**config.mk**
```make
export PLATFORM = sky130hd
export DESIGN_NAME = wb_initiator
export DESIGN_NICKNAME = d
export VERILOG_FILES = /design/src/rtl/wb_pkg.sv /design/src/rtl/wb_timeout_counter.sv /design/src/rtl/wb_initiator.sv
export SDC_FILE = /design/constraint.sdc
export NUM_CORES = 1
export LEC_CHECK = 0
export ABC_AREA = 1
export BUFFER_PORTS_ARGS = -buffer_cell sky130_fd_sc_hd__buf_2
export CORE_MARGIN = 1.5
export CORE_UTILIZATION = 52
export CTS_CLUSTER_DIAMETER = 100
export DETAILED_ROUTE_END_ITERATION = 8
export PLACE_DENSITY = 0.86
export SETUP_SLACK_MARGIN = 0.5
export SLEW_MARGIN = 25
export SYNTH_ARGS = -nofsm -noshare
export SYNTH_HDL_FRONTEND = slang
export SYNTH_SLANG_ARGS = --single-unit
```
**constraint.sdc**
```tcl
create_clock -name clk_in -period 2.37 [get_ports clk_in]
set_input_delay 0.237 -clock clk_in [delete_from_list [all_inputs] [get_ports clk_in]]
set_output_delay 0.237 -clock clk_in [all_outputs]
set_load 0.005 [all_outputs]
```
**src/rtl/wb_pkg.sv**
```systemverilog
// Shared types and widths for the Wishbone classic initiator.
// The optional bus timeout is enabled by defining WB_TIMEOUT_EN.
package wb_pkg;

   localparam int WB_ADDR_W = 32;
   localparam int WB_DATA_W = 32;
   localparam int WB_SEL_W  = 4;
   localparam int WB_TMO_W  = 16;

   typedef enum logic [1:0] {
      WBI_IDLE,
      WBI_BUS,
      WBI_RESP
   } wbi_state_t;

endpackage

```
**src/rtl/wb_timeout_counter.sv**
```systemverilog
// Counts bus cycles spent waiting for a target response.
// Only instantiated when WB_TIMEOUT_EN is defined.
module wb_timeout_counter
   import wb_pkg::*;
#(
   parameter int unsigned TimeoutCycles = 16
) (
   input  logic clk_in,
   input  logic reset_in,
   input  logic clear,
   input  logic enable,
   output logic terminal
);

   localparam logic [WB_TMO_W-1:0] LAST_COUNT = WB_TMO_W'(TimeoutCycles - 1);

   logic [WB_TMO_W-1:0] count_q;

   always_ff @(posedge clk_in or negedge reset_in) begin
      if (!reset_in) begin
         count_q <= '0;
      end else if (clear) begin
         count_q <= '0;
      end else if (enable) begin
         count_q <= count_q + 1'b1;
      end
   end

   // The caller decides priority against ack/err; this only flags the last waiting cycle.
   assign terminal = (count_q == LAST_COUNT);

endmodule

```
**src/rtl/wb_initiator.sv**
```systemverilog
// Wishbone classic initiator: one valid/ready request becomes one single-beat bus cycle.
// Define WB_TIMEOUT_EN to abort cycles the target never terminates.
module wb_initiator
   import wb_pkg::*;
#(
   parameter int unsigned TimeoutCycles = 16
) (
   input  logic                 clk_in,
   input  logic                 reset_in,
   input  logic                 req_valid,
   output logic                 req_ready,
   input  logic                 req_we,
   input  logic [WB_ADDR_W-1:0] req_addr,
   input  logic [WB_DATA_W-1:0] req_wdata,
   input  logic [WB_SEL_W-1:0]  req_sel,
   output logic                 rsp_valid,
   output logic [WB_DATA_W-1:0] rsp_rdata,
   output logic                 rsp_err,
   output logic                 busy,
   output logic                 wb_cyc,
   output logic                 wb_stb,
   output logic                 wb_we,
   output logic [WB_SEL_W-1:0]  wb_sel,
   output logic [WB_ADDR_W-1:0] wb_addr,
   output logic [WB_DATA_W-1:0] wb_wdata,
   input  logic                 wb_ack,
   input  logic                 wb_err,
   input  logic [WB_DATA_W-1:0] wb_rdata,
   output wbi_state_t           state_dbg
);

   // Handshake: a request transfers on a clock edge where req_valid & req_ready;
   // rsp_valid is a single-cycle strobe with no backpressure.

   if (TimeoutCycles < 1 || TimeoutCycles > 65535) begin : g_bad_timeout
      $error("wb_initiator: TimeoutCycles must be in 1..65535");
   end

   wbi_state_t           state_q, state_d;
   logic                 we_q;
   logic [WB_ADDR_W-1:0] addr_q;
   logic [WB_DATA_W-1:0] wdata_q;
   logic [WB_SEL_W-1:0]  sel_q;
   logic [WB_DATA_W-1:0] rdata_q, rdata_d;
   logic                 err_q, err_d;
   logic                 accept;
   logic                 in_bus;
   logic                 tmo_hit;

   assign in_bus = (state_q == WBI_BUS);
   assign accept = req_valid && (state_q == WBI_IDLE);

`ifdef WB_TIMEOUT_EN
   logic tmo_terminal;

   // Held in clear outside BUS, so every bus cycle starts counting from zero.
   wb_timeout_counter #(
      .TimeoutCycles(TimeoutCycles)
   ) u_timeout (
      .clk_in   (clk_in),
      .reset_in (reset_in),
      .clear    (!in_bus),
      .enable   (in_bus && !wb_ack && !wb_err),
      .terminal (tmo_terminal)
   );

   assign tmo_hit = in_bus && tmo_terminal;
`else
   assign tmo_hit = 1'b0;
`endif

   always_comb begin
      state_d = state_q;
      rdata_d = rdata_q;
      err_d   = err_q;
      case (state_q)
         WBI_IDLE: begin
            if (req_valid) begin
               rdata_d = '0;
               if (req_sel != '0) begin
                  state_d = WBI_BUS;
                  err_d   = 1'b0;
               end else begin
                  state_d = WBI_RESP;
                  err_d   = 1'b1;
               end
            end
         end
         WBI_BUS: begin
            // Error beats ack; a real termination beats the timeout.
            if (wb_err) begin
               state_d = WBI_RESP;
               err_d   = 1'b1;
               rdata_d = '0;
            end else if (wb_ack) begin
               state_d = WBI_RESP;
               err_d   = 1'b0;
               rdata_d = we_q ? '0 : wb_rdata;
            end else if (tmo_hit) begin
               state_d = WBI_RESP;
               err_d   = 1'b1;
               rdata_d = '0;
            end
         end
         WBI_RESP: begin
            state_d = WBI_IDLE;
         end
         default: begin
            state_d = WBI_IDLE;
         end
      endcase
   end

   always_ff @(posedge clk_in or negedge reset_in) begin
      if (!reset_in) begin
         state_q <= WBI_IDLE;
         we_q    <= 1'b0;
         addr_q  <= '0;
         wdata_q <= '0;
         sel_q   <= '0;
         rdata_q <= '0;
         err_q   <= 1'b0;
      end else begin
         state_q <= state_d;
         rdata_q <= rdata_d;
         err_q   <= err_d;
         if (accept) begin
            we_q    <= req_we;
            addr_q  <= req_addr;
            wdata_q <= req_wdata;
            sel_q   <= req_sel;
         end
      end
   end

   // All outputs decode from registers only, so reset drops the bus at once.
   assign req_ready = (state_q == WBI_IDLE);
   assign busy      = (state_q != WBI_IDLE);
   assign rsp_valid = (state_q == WBI_RESP);
   assign rsp_err   = rsp_valid && err_q;
   assign rsp_rdata = rsp_valid ? rdata_q : '0;
   assign wb_cyc    = in_bus;
   assign wb_stb    = in_bus;
   assign wb_we     = in_bus && we_q;
   assign wb_sel    = in_bus ? sel_q   : '0;
   assign wb_addr   = in_bus ? addr_q  : '0;
   assign wb_wdata  = in_bus ? wdata_q : '0;
   assign state_dbg = state_q;

endmodule
```
==> out/qor.yml <==
outcome:
  status: "completed"
global_routing:
  grt_pass1_vias: 4262
  antenna_found_initial: 0
  grt_max_degree: 118
  gr-usage-all-layers_pct: 24.20
  grt_pass1_wl_mm: 19.58
  overflow: 0
sta:
  hold_viol: 0
  finClkSkew_ns: 0.01200
  period_minus_slack_ns: 1.785
  drv_slew: 0
  fin_setup_tns_ns: 0
  fmax_mhz: 560.1
  min_period_over_period_pct: 75.33
  setup_viol: 0
  worstMarginPinSlew_ns: 0.6320
  relSlewSlack_pct: 57.71
  setup_ws_ns: 0.5847
  rsz0062_at_grt: "no"
clocking:
  htreeDepth: 3
  clock-root-buffer: "clkbuf_8"
  clockBufferDepth: 2
  clk_latency_ns: 0.36
  clkTransAtPathRegs_ns: 0.10
  cts.sinks: 104
  cts_made_buffers: 9
  cts_tree: "yes"
synth:
  postSynthAreaPerCell_sq_um: 7.317
  async_flop_share_pct: 100.0
  synthXorXnorAreaFrac_pct: 0
  synth_edf_count: 0
  synth_top_area_cell: "dfrtp_1"
  netlist_instances: 679
  synth_warnings: 0
  synthesis.nets: 785
  synth.distinct_cells: 14
  synthAdderAreaFrac_pct: 0
  synth-main-ff-cell: "dfrtp_1"
  synth_top_family_by_area: "simple AND/OR/NAND/NOR gates"
  synthMuxAreaShare_pct: 0
  synth-simple-area-share_pct: 28.00
  syn_area_sq_um: 4969
  synth.top_cell.area_share_pct: 52.38
  synth_compound_area_share_pct: 7.051
  synth_area_leaders: "dfrtp_1 52%, nor2_1 16%, inv_1 8.2%"
  seq_area_frac_synth_pct: 52.38
  ys_ff_latch: 104
drt:
  vias_per_cell: 4.768
  wl_per_cell_microns: 12.36
  vias: 4806
  drt-total-wl_mm: 12.46
  dr.pass1.iters: 5
  drc: 0
  first_iter_violations: 158
  ant_nets: 0
place:
  gp_congestion: 0.8304
  numPortBuffers: 214
  place_area_sq_um: 6097
  place_ws_ns: 0.8511
  post-dp-hpwl_mm: 8.451
finish:
  multi_input_area_sq_um: 1754
  final_nets: 980
  stdcell_area_sq_um: 6364
  n_antenna_cell: 0
  fillers: 805
  final_common_cell: "buf_2"
  drive_gt1_share_pct: 28.56
  area_growth_pct: 28.08
  final_util_pct: 68.87
  register_area_sq_um: 2604
  final_cell_mix: "213 x buf_2, 205 x nor2_1, 109 x inv_1"
hold_path:
  hold_path_startpoint: "req_addr[18]"
  hold_depth: 3
  hold_end: "addr_q[18]$_DFFE_PN0P_"
  hold_path_class: "primary input to flip-flop"
job:
  maxCapViolations: 0
pwr:
  p_int_uw: 4256
  pwr-share-comb_pct: 48.2
  power.share.clock_pct: 15.3
  p_leak_uw: 0.003744
  pwr-share-seq_pct: 36.5
  p_sw_share_pct: 41.95
  p_switching_uw: 3076
  vdd_drop_max_mv: 0.7598
  power_density_nw_per_um2: 1152
worst_setup_path:
  timing.rr.start: "state_dbg[1]$_DFFE_PN0P_"
  critPathLaunchType: "flip-flop"
  reg2reg_slack_ns: 0.80
  r2r_end: "rdata_q[24]$_DFFE_PN0P_"
  r2r_cells: 7
  cp.required_ns: 2.13
  critPathLaunch: "state_dbg[0]$_DFFE_PN0P_"
  end_kind: "output port"
  worstPathMaxFanout: 33
  crit_arrival_ns: 1.55
  worstSetupPathType: "flip-flop to output port"
floorplanning:
  ioPinCount: 215
  start_util_pct: 53.77
  core_region_area_sq_um: 9240
  die_w_microns: 100.8
  die_area_sq_um: 10150
  die_h_microns: 100.8
  rows: 35
## cell type report
cell class / count / area share, %
clock buffer: 9 / 1.947
clock inverter: 7 / 1.180
inverter: 110 / 6.488
multi-input combinational: 423 / 27.57
sequential: 104 / 40.92
tap: 129 / 2.536
timing repair buffer: 226 / 19.37
## per-layer routing
| layer | part of all wire (%) | track usage, % | routed length (microns) | vias up |
|---|---|---|---|---|
| met3 | 7.5 | 5.409 | 929 | 20 |
| met4 | 2.0 | 9.101 | 250 | 0 |
| met5 | 0 | 0 | 0 | - |
| li1 | - | - | - | 2391 |
| met2 | 48 | 38.41 | 5961 | 191 |
| met1 | 43 | 32.63 | 5316 | 2204 |
## metrics by stage
| step | total power, uW | hold WS, ns | instances |
|---|---|---|---|
| 2_1_floorplan | 4883 | -0.05859 | 679 |
| 3_3_place_gp | 6046 | 0.2851 | 988 |
| 3_5_place_dp | 6128 | 0.2866 | 988 |
| 4_1_cts | 7277 | 0.1003 | 1006 |
| 5_1_grt | 7967 | 0.1012 | 1008 |
| 6_report | 7333 | 0.1150 | 1008 |
## synthesized netlist by cell type (3+ instances only)
cell and number:
dfrtp_1 104, nand2_1 105, a21oi_1 69, nand3_1 35, nand2_2 3, inv_1 109, buf_2 28, clkbuf_1 9
nor2_1 208, buf_4 5
## state kept, by name (all words and copies together) (netlist names)
register and cells:
state_dbg 2, addr_q 32, we_q 1, sel_q 4
rdata_q 32, wdata_q 32, err_q 1
## worst max-delay path, stage by stage, from the launching register on
cell and delay, ns:
dfrtp_2 0.47, nor2_2 0.16, inv_1 0.06, buf_6 0.18, nor2_1 0.16, buf_2 0.14
## worst max-delay path by stage
stage                              end  slack (ns)  depth (start not counted)
5_1_grt                  rsp_rdata[20]        0.52                          5
3_3_place_gp   rdata_q[12]$_DFFE_PN0P_        0.88                          7
4_1_cts                  rsp_rdata[26]        0.51                          5
6_report                 rsp_rdata[26]        0.58                          5
2_1_floorplan  rdata_q[10]$_DFFE_PN0P_        1.13                          6
3_5_place_dp    rdata_q[9]$_DFFE_PN0P_        0.85                          7
## timing repair
action | CTS | global route
hold endpoints to repair | 44 | 0
hold buffers | 1 | 0
gates cloned | 0 | 1
setup buffers | 1 | 1
gates resized for setup | 1 | 4
endpoints found under the setup margin | 5 | 73
## power groups by stage
stage	Sequential [uW]	Clock, uW	Combinational (uW)
final	2680	1120	3540
after global routing	2750	1230	3990
after detailed placement	2720	0	3400
after CTS	2680	1160	3440
after global placement	2690	0	3360
after floorplan	2660	0	2230
## cells by family (layout without fill, tap and decap cells)
group                  after synthesis  count (layout)
AO/OA/AOI/OAI                       70              70
buffers and inverters              152             352
flip-flops                         104             104
AND/OR/NAND/NOR                    353             353
Power figures use the tool's default switching activity.
